**src/rtl/csi2_pixel_to_video.sv**
```systemverilog
// CSI-2 receive, second stage: turns decoded packet headers and payload words into a
// registered video stream (frame sync, active-video qualifier, data word, data identifier).
module csi2_pixel_to_video #(
    parameter int LANES_NUM = 4,
    parameter int DATA_BITS = 8
) (
    input  logic                           clk_byte,
    input  logic                           rst_n,
    input  logic                           pix_valid,
    input  logic [7:0]                     pix_di,
    input  logic [LANES_NUM*DATA_BITS-1:0] pix_data,
    input  logic                           pix_data_enable,
    output logic                           vid_ce,
    output logic [7:0]                     vid_di,
    output logic                           vid_locked,
    output logic                           vid_vsync,
    output logic                           vid_active_video,
    output logic [LANES_NUM*DATA_BITS-1:0] vid_data
);

    localparam int W = LANES_NUM * DATA_BITS;

    logic         in_frame_q, in_frame_d;
    logic         line_img_q, line_img_d;
    logic [7:0]   cur_di_q, cur_di_d;
    logic         ce_q, ce_d;
    logic [7:0]   di_q, di_d;
    logic         locked_q, locked_d;
    logic         vsync_q, vsync_d;
    logic         active_q, active_d;
    logic [W-1:0] data_q, data_d;
    logic [5:0]   dt;

    assign dt = pix_di[5:0];

    always_comb begin
        in_frame_d = in_frame_q;
        line_img_d = line_img_q;
        cur_di_d   = cur_di_q;
        ce_d       = 1'b0;
        di_d       = di_q;
        locked_d   = locked_q;
        vsync_d    = 1'b0;
        active_d   = 1'b0;
        data_d     = data_q;

        if (pix_valid) begin
            if (dt == 6'h00) begin
                // A second FS without an intervening FE means framing was lost.
                vsync_d    = 1'b1;
                ce_d       = 1'b1;
                di_d       = pix_di;
                in_frame_d = 1'b1;
                if (in_frame_q) begin
                    locked_d = 1'b0;
                end
            end else if (dt == 6'h01) begin
                locked_d   = in_frame_q;
                in_frame_d = 1'b0;
            end else if (dt >= 6'h10) begin
                cur_di_d   = pix_di;
                line_img_d = (dt >= 6'h18);
            end
        end

        // Payload is qualified against the state after any same-cycle header.
        if (pix_data_enable && in_frame_d && line_img_d) begin
            active_d = 1'b1;
            ce_d     = 1'b1;
            data_d   = pix_data;
            di_d     = cur_di_d;
        end
    end

    always_ff @(posedge clk_byte or negedge rst_n) begin
        if (!rst_n) begin
            in_frame_q <= 1'b0;
            line_img_q <= 1'b0;
            cur_di_q   <= 8'h00;
            ce_q       <= 1'b0;
            di_q       <= 8'h00;
            locked_q   <= 1'b0;
            vsync_q    <= 1'b0;
            active_q   <= 1'b0;
            data_q     <= '0;
        end else begin
            in_frame_q <= in_frame_d;
            line_img_q <= line_img_d;
            cur_di_q   <= cur_di_d;
            ce_q       <= ce_d;
            di_q       <= di_d;
            locked_q   <= locked_d;
            vsync_q    <= vsync_d;
            active_q   <= active_d;
            data_q     <= data_d;
        end
    end

    assign vid_ce           = ce_q;
    assign vid_di           = di_q;
    assign vid_locked       = locked_q;
    assign vid_vsync        = vsync_q;
    assign vid_active_video = active_q;
    assign vid_data         = data_q;

endmodule

```
**config.mk**
```make
export PLATFORM = sky130hd
export DESIGN_NAME = csi2_pixel_to_video
export DESIGN_NICKNAME = d
export VERILOG_FILES = /design/src/rtl/csi2_pixel_to_video.sv
export SDC_FILE = /design/constraint.sdc
export NUM_CORES = 1
export LEC_CHECK = 0
export ABC_AREA = 0
export CORE_UTILIZATION = 42
export CTS_CLUSTER_DIAMETER = 30
export DETAILED_ROUTE_END_ITERATION = 8
export PLACE_DENSITY = 0.79
export SYNTH_ARGS = -nofsm -noshare
export SYNTH_HDL_FRONTEND = slang
export SYNTH_SLANG_ARGS = --single-unit
```
**constraint.sdc**
```tcl
create_clock -name clk_byte -period 2.06 [get_ports clk_byte]
set_input_delay 0.412 -clock clk_byte [delete_from_list [all_inputs] [get_ports clk_byte]]
set_output_delay 0.412 -clock clk_byte [all_outputs]
set_load 0.05 [all_outputs]
```
# After elaboration in Yosys (flattened, before gate mapping)

Index checks and enable logic that the tools add are counted.

Mux-type cells: 21
Reductions and logical operators: 8
Order comparisons: 2
Equality and inequality tests: 2

Operators by type and width:

| operator                                                          | count |
|---|---|
| two-way mux 8 bit                                                 | 7 |
| two-way mux 1 bit                                                 | 14 |
| greater-or-equal comparator 6 x 5 -> 1 bit, second input constant | 2 |
| equality test 6 x 1 -> 1 bit, second input constant               | 1 |
| zero test 6 bit                                                   | 1 |
| nonzero test 2 bit                                                | 3 |
| AND reduction 3 bit                                               | 1 |
| logical AND 1 bit                                                 | 2 |
| inequality test 2 bit, second input constant                      | 1 |
| AND reduction 2 bit                                               | 1 |

Bits of input ports: 44
Output and inout bits: 44
Register bits: 54

# Longest topological paths before layout

Gate-level depths: netlist of run 1.

Depth after elaboration: 8
Gate-level depth with buffers: 5
Gate-level depth less buffers: 5

# Worst setup path before layout of run 1

Ideal clock, no wire load.

Path kind: input to register
Start point: input port pix_di[2]
End point: register data_q[27], in the netlist vid_data[27]
Arrival: 2.012 ns
Required time: 1.933 ns
Setup time: 0.127 ns
Buffers on the path: 1
Cell stages on the path: 5
Path slack: -0.080 ns
Path through: or4_4 -> or3_4 -> a21boi_4 -> buf_4 -> mux2_1

Word-level cells in the longest chain between the ends: 6

RTL lines:

| element                                                            | RTL line | text |
|---|---|---|
| start: declaration                                                 | 10       | `input logic [7:0] pix_di,` |
| greater-or-equal comparator 6 x 5 -> 1 bit (tied with other cells) | 62       | `line_img_d = (dt >= 6'h18);` |
| two-way mux 1 bit, on equally long branches                        | 60, 57   |  |
| two-way mux 1 bit, on equally long branches                        | 57, 48   |  |
| two-way mux 1 bit, on equally long branches                        | 48, 47   |  |
| two-way mux 1 bit or logical AND 1 bit (tied branches)             | 47, 67   |  |
| logical AND 1 bit *                                                | 67       | `if (pix_data_enable && in_frame_d && line_img_d) begin` |
| end signal: assignment                                             | 95       | `data_q <= data_d;` |
| end: declaration                                                   | 31       | `logic [W-1:0] data_q, data_d;` |

Mark *: on every way between the ends. The rest lies on a longest branch, timed or not.
A chain may end at the register's enable or synchronous reset.

# Final worst setup path of run 1

Start point: input port pix_di[1]
End point: register data_q[22], in the netlist vid_data[22]

Same word-level chain as after synthesis.

==> metrics.txt, run 1 <==
Worst setup EP type=flip-flop; total power draw=5.25 mW; Startpoint Class=primary input; CP max FO=11; GR Util All Layers=0.191; synthesized area=2090 µm²; setup TNS=0 ps; fin area=3400 µm²; Seq/Total Area, Yosys=0.647; Max Slew Vio Count=0; Inserted Clock Buffers=5; DRC viols=0; Setup Skew=5.12 ps; fin cells=316; DR vias/cell=4.84; Worst EP arrival=2220 ps; dpl cells=301; worst hold path class=in2async; CTS tree=yes; Slew headroom=0.566; WP data required=2250 ps; number of top-level pins=88; Yosys cell types=24; worst-skew pair later-pin latency=300 ps; Clk Tree Root Cell=clkbuf_8; Cell Rows=25; Post-Syn Nets=179; 1st-pass router iterations=4; total via count in the routed design=1,528; status=finished, final reports clean; Final Util=0.715; DRT antenna net count=0; fillers=371; #FFs+latches synth=54; area delta synth->final=62.8%; Ys Warns=0; Placeable Area=4750 µm²; Peak supply drop=898 µV; leak pwr=1.51 nW; routed len/inst=14.6 µm; Mapped Cells=135; syn_area_per_cell=15.5 µm²; Worst Path Class, Setup=in2reg; grt total ovfl=0; actual slew at the worst max-slew pin=650 ps; final wirelength=4.62 mm; Clock Path Buffers=2; f_max=0.491 GHz; Nets=292; die width=72.5 µm; Reg clk slew, reported paths=90 ps; initial antenna violation count=0; first-pass GRT wire length=7.49 mm; pre-CTS WS=-550 ps; share of cells above drive strength 1=0.245; final setup margin=23.5 ps; Vert. Die Dim=72.5 µm; Clock Sinks=54; Min Hold Slack=226 ps; largest net degree at the start of global routing=55; clock period minus worst slack=2040 ps; drt initial violations=46; # hold bufs at CTS=0; top cells by area, synth=dfrtp_1, mux2_1, mux2_2; final count of hold timing violations=0; htree depth=2; Routability Congestion=0.885; initial core utilization=0.439; ant diodes=0; Tcrit/Tclk final=0.989; DP Area=3150 µm²; Synth top area share=0.647; vias in the first global route=1,539; port bufs=87; # Max-Cap Violations=0; Pwr per Cell Area=1550 nW/µm²; final setup violation count=0; RSZ-0062 raised after global routing=no; die area=5260 µm²; biggest area consumer among synthesized cells=dfrtp_1
[sequential cells by signal, indices dropped and copies added, names as in the netlist]
| register | flops |
|---|---|
| line_img_q | 1 |
| vid_locked | 1 |
| vid_vsync | 1 |
| vid_ce | 1 |
| vid_data | 32 |
| vid_active_video | 1 |
| vid_di | 8 |
| cur_di_q | 8 |
| in_frame_q | 1 |
[power by group]
part	switching, mW	internal (mW)	leakage [nW]
Sequential	0.212	1.48	0.652
Combinational	1.84	1.14	0.806
Clock	0.315	0.272	0.0482
Total	2.36	2.89	1.51
[cell usage after synthesis]
| cell type | number |
|---|---|
| or4_4 | 1 |
| a31oi_2 | 1 |
| a21boi_4 | 1 |
| nor2b_1 | 1 |
| inv_2 | 1 |
| mux2_1 | 32 |
| a221o_1 | 2 |
| a311oi_1 | 2 |
| inv_1 | 2 |
| nor3b_1 | 1 |
| o21ai_0 | 3 |
| nand2b_1 | 1 |
| a22o_1 | 6 |
| nand2_1 | 8 |
| and4_1 | 1 |
| or2_2 | 1 |
| mux2_2 | 7 |
| o21ai_1 | 2 |
| nor3_1 | 1 |
| or3_4 | 1 |
| buf_6 | 3 |
| nor2_1 | 2 |
| buf_4 | 1 |
| dfrtp_1 | 54 |
[path summary, 6_finish.rpt]
| check | cells after the start | startpoint | slack [ps] | endpoint |
|---|---|---|---|---|
| setup / recovery | 7 | pix_di[1] | 20 | vid_data[22] |
| hold / removal | 2 | rst_n | 230 | vid_data[17] |
| setup reg to reg | 6 | line_img_q | 310 | vid_data[22] |
| hold reg to reg | 2 | cur_di_q[5] | 480 | cur_di_q[5] |
| max in group asynchronous | 2 | rst_n | 1410 | line_img_q |
| min in group clk_byte | 3 | pix_di[4] | 450 | line_img_q |
[what timing repair did]
item                       CTS  global route
pin swaps                    4             2
cloned                       2             0
gates resized for setup     36             3
setup endpoints to repair   41            37
buffers inserted             7             0
[area by class of cell]
type / instances / area (µm²) / area share
multi-input combinational: 74 / 752 / 0.221
clock buffer: 7 / 86.3 / 0.0254
timing repair buffer: 110 / 1110 / 0.327
clock inverter: 1 / 5.00 / 0.00147
tap: 67 / 83.8 / 0.0247
inverter: 3 / 11.3 / 0.00331
sequential: 54 / 1350 / 0.397
[layout by cell type, fill, tap and decap left out, drive strengths merged]
cell           instances
a21boi                 1
a221o                  2
a22o                   6
a311oi                 2
a31oi                  1
and4                   1
buf                   27
clkbuf                 7
clkdlybuf4s15          1
clkdlybuf4s50         80
clkinv                 1
dfrtp                 54
dlygate4sd2            1
dlymetal6s2s           1
inv                    3
mux2                  39
nand2                  8
nand2b                 1
nor2                   2
nor2b                  1
nor3                   1
nor3b                  1
o21ai                  5
or2                    1
or3                    1
or4                    1
[kinds of logic (layout without fill, tap and decap cells)]
group	count (synthesis)	after routing	synth area share
compound gates	17	17	0.0701
buf+inv	7	121	0.0251
flops	54	54	0.647
mux	39	39	0.210
simple gates	18	18	0.0479
[worst max-delay path, cell delays in order]
cell and delay, ps:
buf_6 90, or4_4 530, or3_4 400, a21boi_4 180, buf_6 140, buf_8 140, mux2_1 330
[layer usage]
metal	vias up	track usage	share of wire
li1	711	-	-
met1	741	0.240	0.43
met2	69	0.318	0.49
met3	7	0.0597	0.069
met4	0	0.0523	0.012
met5	-	0	0
No activity file was read; power rests on OpenSTA's default activity.
==> run 2, diff against run 1 <==
--- a/config.mk
+++ b/config.mk
@@ -7,9 +7,9 @@
 export LEC_CHECK = 0
 export ABC_AREA = 0
 export CORE_UTILIZATION = 42
-export CTS_CLUSTER_DIAMETER = 30
 export DETAILED_ROUTE_END_ITERATION = 8
 export PLACE_DENSITY = 0.79
+export REMOVE_ABC_BUFFERS = 1
 export SYNTH_ARGS = -nofsm -noshare
 export SYNTH_HDL_FRONTEND = slang
 export SYNTH_SLANG_ARGS = --single-unit
==> constraint.sdc (replaced) <==
create_clock -name clk_byte -period 2.06 [get_ports clk_byte]
set_input_delay 0.515 -clock clk_byte [delete_from_list [all_inputs] [get_ports clk_byte]]
set_output_delay 0.515 -clock clk_byte [all_outputs]
set_load 0.05 [all_outputs]
==> run 2 against run 1 <==
- the run now ends with setup timing left
- core utilization is 2.9 points higher
- clock-buffer cell count decreased by 2
- non-clock buffer count up 7
- setup slack got worse by 150 ps
- via count is 4.5% higher
- critical endpoint is now vid_data[1]
==> metrics.txt, run 2 (same netlist as run 1, synthesis figures left out) <==
CTS tree=yes; drt initial violations=45; f_max=0.458 GHz; Worst EP arrival=2380 ps; Largest register FFs=32; Worst Path Class, Setup=in2reg; Final Util=0.744; vias in the first global route=1,791; Multi-input gate area=831 µm²; Clock Path Buffers=2; port bufs=87; violated checks=setup timing; actual slew at the worst max-slew pin=642 ps; most common cell after layout, fill and taps aside=clkdlybuf4s50_1; worst setup path startpoint=pix_di[1]; worst reg2reg path depth=6; Slew headroom=0.572; Tcrit/Tclk final=1.06; Peak supply drop=1230 µV; number of top-level pins=88; Clk Tree Root Cell=clkbuf_8; Max Slew Vio Count=0; # Max-Cap Violations=0; Nets=299; routed len/inst=16.4 µm; leak pwr=1.65 nW; GR Util All Layers=0.221; htree depth=2; die width=72.5 µm; WP data required=2250 ps; first-pass GRT wire length=8.67 mm; final setup violation count=35; Min Hold Slack=219 ps; 1st-pass router iterations=4; share of cells above drive strength 1=0.375; grt total ovfl=0; RSZ-0062 raised after global routing=yes; slack of the worst reg-to-reg path=250 ps; Seq. cell area=1350 µm²; clock period minus worst slack=2180 ps; final setup margin=-123 ps; Placeable Area=4750 µm²; largest net degree at the start of global routing=31; final wirelength=5.31 mm; DR vias/cell=4.94; Reg clk slew, reported paths=90 ps; fillers=309; Vert. Die Dim=72.5 µm; hpwl dp=3.48 mm; Routability Congestion=0.724; Inserted Clock Buffers=5; Setup Skew=6.63 ps; Pwr per Cell Area=1590 nW/µm²; Worst setup EP type=flip-flop; ant diodes=0; reg2reg end=vid_data[1]; initial core utilization=0.439; die area=5260 µm²; area delta synth->final=69.3%; final count of hold timing violations=0; status=complete, but fails checks; setup TNS=-2040 ps; total power draw=5.61 mW; Startpoint Class=primary input; initial antenna violation count=0; worst-skew pair later-pin latency=310 ps; DRC viols=0; reg2reg start=line_img_q; Cell Rows=25; total via count in the routed design=1,596; commonest cells after routing, fill and taps aside=clkdlybuf4s50_1, dfrtp_1, mux2_4; Clock Sinks=54; worst hold path class=in2async; CP max FO=6; DRT antenna net count=0
==> run 2: how the worst max path moves through the flow <==
| stage | end | slack [ps] | cells past startpoint |
|---|---|---|---|
| 2_1_floorplan | vid_data[0] | -590 | 4 |
| 3_3_place_gp | vid_data[31] | -670 | 6 |
| 3_5_place_dp | vid_data[11] | -740 | 6 |
| 4_1_cts | vid_data[13] | -110 | 7 |
| 5_1_grt | vid_data[1] | -150 | 7 |
| 6_report | vid_data[1] | -120 | 7 |
==> run 2: cell type report <==
class / instances / area share
Clock inverter: 3 / 0.0113
Clock buffer: 5 / 0.0194
Sequential cell: 54 / 0.382
Timing Repair Buffer: 117 / 0.326
Inverter: 3 / 0.00318
Tap cell: 67 / 0.0237
Multi-Input combinational cell: 74 / 0.235
==> run 2: metal layers <==
layer / vias to the layer above / track usage / routed length, µm
met5: - / 0 / 0
met1: 790 / 0.270 / 2210
li1: 723 / - / -
met4: 0 / 0.0915 / 111
met2: 71 / 0.357 / 2590
met3: 12 / 0.0778 / 398
==> run 2: timing repair <==
action / CTS / global route
hold endpoints to repair: 0 / 0
setup endpoints to repair: 41 / 44
pin swaps: 4 / 4
gates resized for setup: 62 / 8
gates cloned: 2 / 0
hold buffers: 0 / 0
setup buffers: 9 / 1
==> run 2: through the flow <==
step	instance area (µm²)	std cells	setup slack, ps
after floorplan	2050	131	-589
after global placement	3160	305	-673
after detailed placement	3160	305	-739
after CTS	3550	324	-115
after global routing	3540	323	-151
final	3540	323	-123
==> run 2: worst max-delay path, cell delays in order <==
cell and delay, ps:
buf_6 90, or4_4 530, or3_4 400, a21boi_4 250, buf_6 160, buf_12 130
mux2_4 300
==> run 2: report_power, final <==
group	leakage [nW]	switching, mW	internal, mW
clock network	0.0579	0.347	0.358
logic	0.944	1.89	1.29
registers	0.652	0.251	1.48
==> run 3, diff against run 2 <==
--- a/config.mk
+++ b/config.mk
@@ -7,8 +7,9 @@
 export LEC_CHECK = 0
 export ABC_AREA = 0
 export CORE_UTILIZATION = 42
+export CTS_BUF_LIST = sky130_fd_sc_hd__clkbuf_16
 export DETAILED_ROUTE_END_ITERATION = 8
-export PLACE_DENSITY = 0.79
+export PLACE_DENSITY_LB_ADDON = 0.05
 export REMOVE_ABC_BUFFERS = 1
 export SYNTH_ARGS = -nofsm -noshare
 export SYNTH_HDL_FRONTEND = slang
==> run 3 against run 2 <==
- the run still ends with setup timing left
- final cell count shrank 1.5%
- flip-flop and latch count is the same
- fmax grew 1.0%
- clock power grew 10%
- critical path depth is the same
- highest routed layer unchanged
==> metrics.txt, run 3 (same netlist as run 1, synthesis figures left out) <==
status=complete, but fails checks; violated checks=setup timing; Startpoint Class=primary input; initial core utilization=0.439; Nets=295; Reg clk slew, reported paths=60 ps; die width=72.5 µm; final count of hold timing violations=0; actual slew at the worst max-slew pin=528 ps; Max Slew Vio Count=0; initial antenna violation count=0; critical path's top delay family=simple AND/OR/NAND/NOR gates; Clk Tree Root Cell=clkbuf_16; Peak supply drop=1090 µV; htree depth=2; largest net degree at the start of global routing=37; DRT antenna net count=0; drt initial violations=58; Min Hold Slack=173 ps; DRC viols=0; die area=5260 µm²; RSZ-0062 raised after global routing=yes; worst-skew pair later-pin latency=280 ps; final setup violation count=37; first-pass GRT wire length=8.33 mm; worst hold path class=in2async; sequential power share=0.311; CP max FO=6; hpwl dp=3.50 mm; # hold bufs at CTS=0; most common cell after layout, fill and taps aside=clkdlybuf4s50_1; Placeable Area=4750 µm²; clock period minus worst slack=2160 ps; clock group share of total power=0.140; GR Util All Layers=0.212; share of cells above drive strength 1=0.307; Tcrit/Tclk final=1.05; worst-path cell chain=buf_6 -> or4_4 -> or3_4 -> a21boi_4 -> buf_6 -> buf_8 -> mux2_4; Final Util=0.730; Switching Share=0.441; Crit-path slowest cell=or4_4; DR vias/cell=4.89; Largest register FFs=32; number of top-level pins=88; Cell Rows=25; f_max=0.463 GHz; Setup Skew=4.47 ps; Crit path largest cell delay=540 ps; Comb pwr share=0.549; Routability Congestion=0.717; fillers=335; Pwr per Cell Area=1600 nW/µm²; CTS tree=yes; total via count in the routed design=1,555; routed len/inst=16.1 µm; vias in the first global route=1,692; total power draw=5.56 mW; # Max-Cap Violations=0; WP data required=2230 ps; Worst setup EP type=flip-flop; final setup margin=-101 ps; 1st-pass router iterations=4; ant diodes=0; Vert. Die Dim=72.5 µm; Slew headroom=0.647; setup TNS=-2000 ps; grt total ovfl=0; P_sw=2.45 mW; Buf+Inv Stages, Crit Path=3; Clock Path Buffers=2; commonest cells after routing, fill and taps aside=clkdlybuf4s50_1, dfrtp_1, buf_4; area delta synth->final=66.1%; Clock Sinks=54; Worst EP arrival=2330 ps; port bufs=87; crit-path most repeated cell=buf_6; Inserted Clock Buffers=5; leak pwr=1.57 nW; P_int=3.11 mW; Worst Path Class, Setup=in2reg; final wirelength=5.13 mm
run 3: changes by cell type in the layout (fill, tap and decap cells not counted), sizes merged:
cell and change:
inv +2, buf -4, dlymetal6s2s -4, clkinv -2
bufinv -1, clkdlybuf4s50 +4
run 3: per-layer routing:
layer,track usage,wire length [µm]
met1,0.263,2060
met2,0.354,2690
met3,0.0625,313
met4,0.0719,68
met5,0,0
run 3: area by class of cell:
class / instances / area [µm²] / area share
Clock buffer: 5 / 125 / 0.0360
Clock inverter: 2 / 7.51 / 0.00216
Inverter: 3 / 11.3 / 0.00324
Multi-Input combinational cell: 74 / 786 / 0.226
Sequential cell: 54 / 1350 / 0.389
Tap cell: 67 / 83.8 / 0.0242
Timing Repair Buffer: 113 / 1110 / 0.319
run 3: final timing paths:
check                           cells past startpoint      endpoint         from  slack, ps
max in group asynchronous                           2        vid_ce        rst_n       1340
worst min register to register                      2   cur_di_q[5]  cur_di_q[5]        480
worst min-delay path                                1  vid_data[30]        rst_n        170
worst max register to register                      6  vid_data[29]   line_img_q        250
worst max-delay path                                7  vid_data[29]    pix_di[1]       -100
min in group clk_byte                               2   cur_di_q[5]  cur_di_q[5]        480
run 3: timing repair:
| action | 4_1_cts | 5_1_grt |
|---|---|---|
| setup buffers | 9 | 1 |
| resized for setup | 45 | 8 |
| pin swaps | 4 | 4 |
| hold endpoints to repair | 0 | 0 |
| setup endpoints to repair | 42 | 41 |
| gates cloned | 2 | 0 |
run 3: power groups by stage:
stage                     clock network, mW  logic, mW  registers, mW
final                                 0.777       3.05           1.73
after global routing                  0.833       3.17           1.78
after CTS                             0.788       3.10           1.72
after detailed placement                  0       2.85           1.73
after global placement                    0       2.82           1.69
after floorplan                           0      0.359           3.12
run 3: worst reg2reg max path, stage by stage (launching register included):
cell and delay, ps:
dfrtp_1 380, nor3_1 80, a311oi_2 340, a21boi_4 310, buf_6 150, buf_8 130
mux2_4 310
run 3: per-stage QoR:
| step | cells | cell area [µm²] | setup WS [ps] |
|---|---|---|---|
| CTS | 321 | 3530 | -120 |
| global placement | 303 | 3160 | -673 |
| detailed placement | 303 | 3160 | -723 |
| global route | 318 | 3470 | -128 |
| finish | 318 | 3470 | -101 |
| floorplan | 131 | 2050 | -589 |
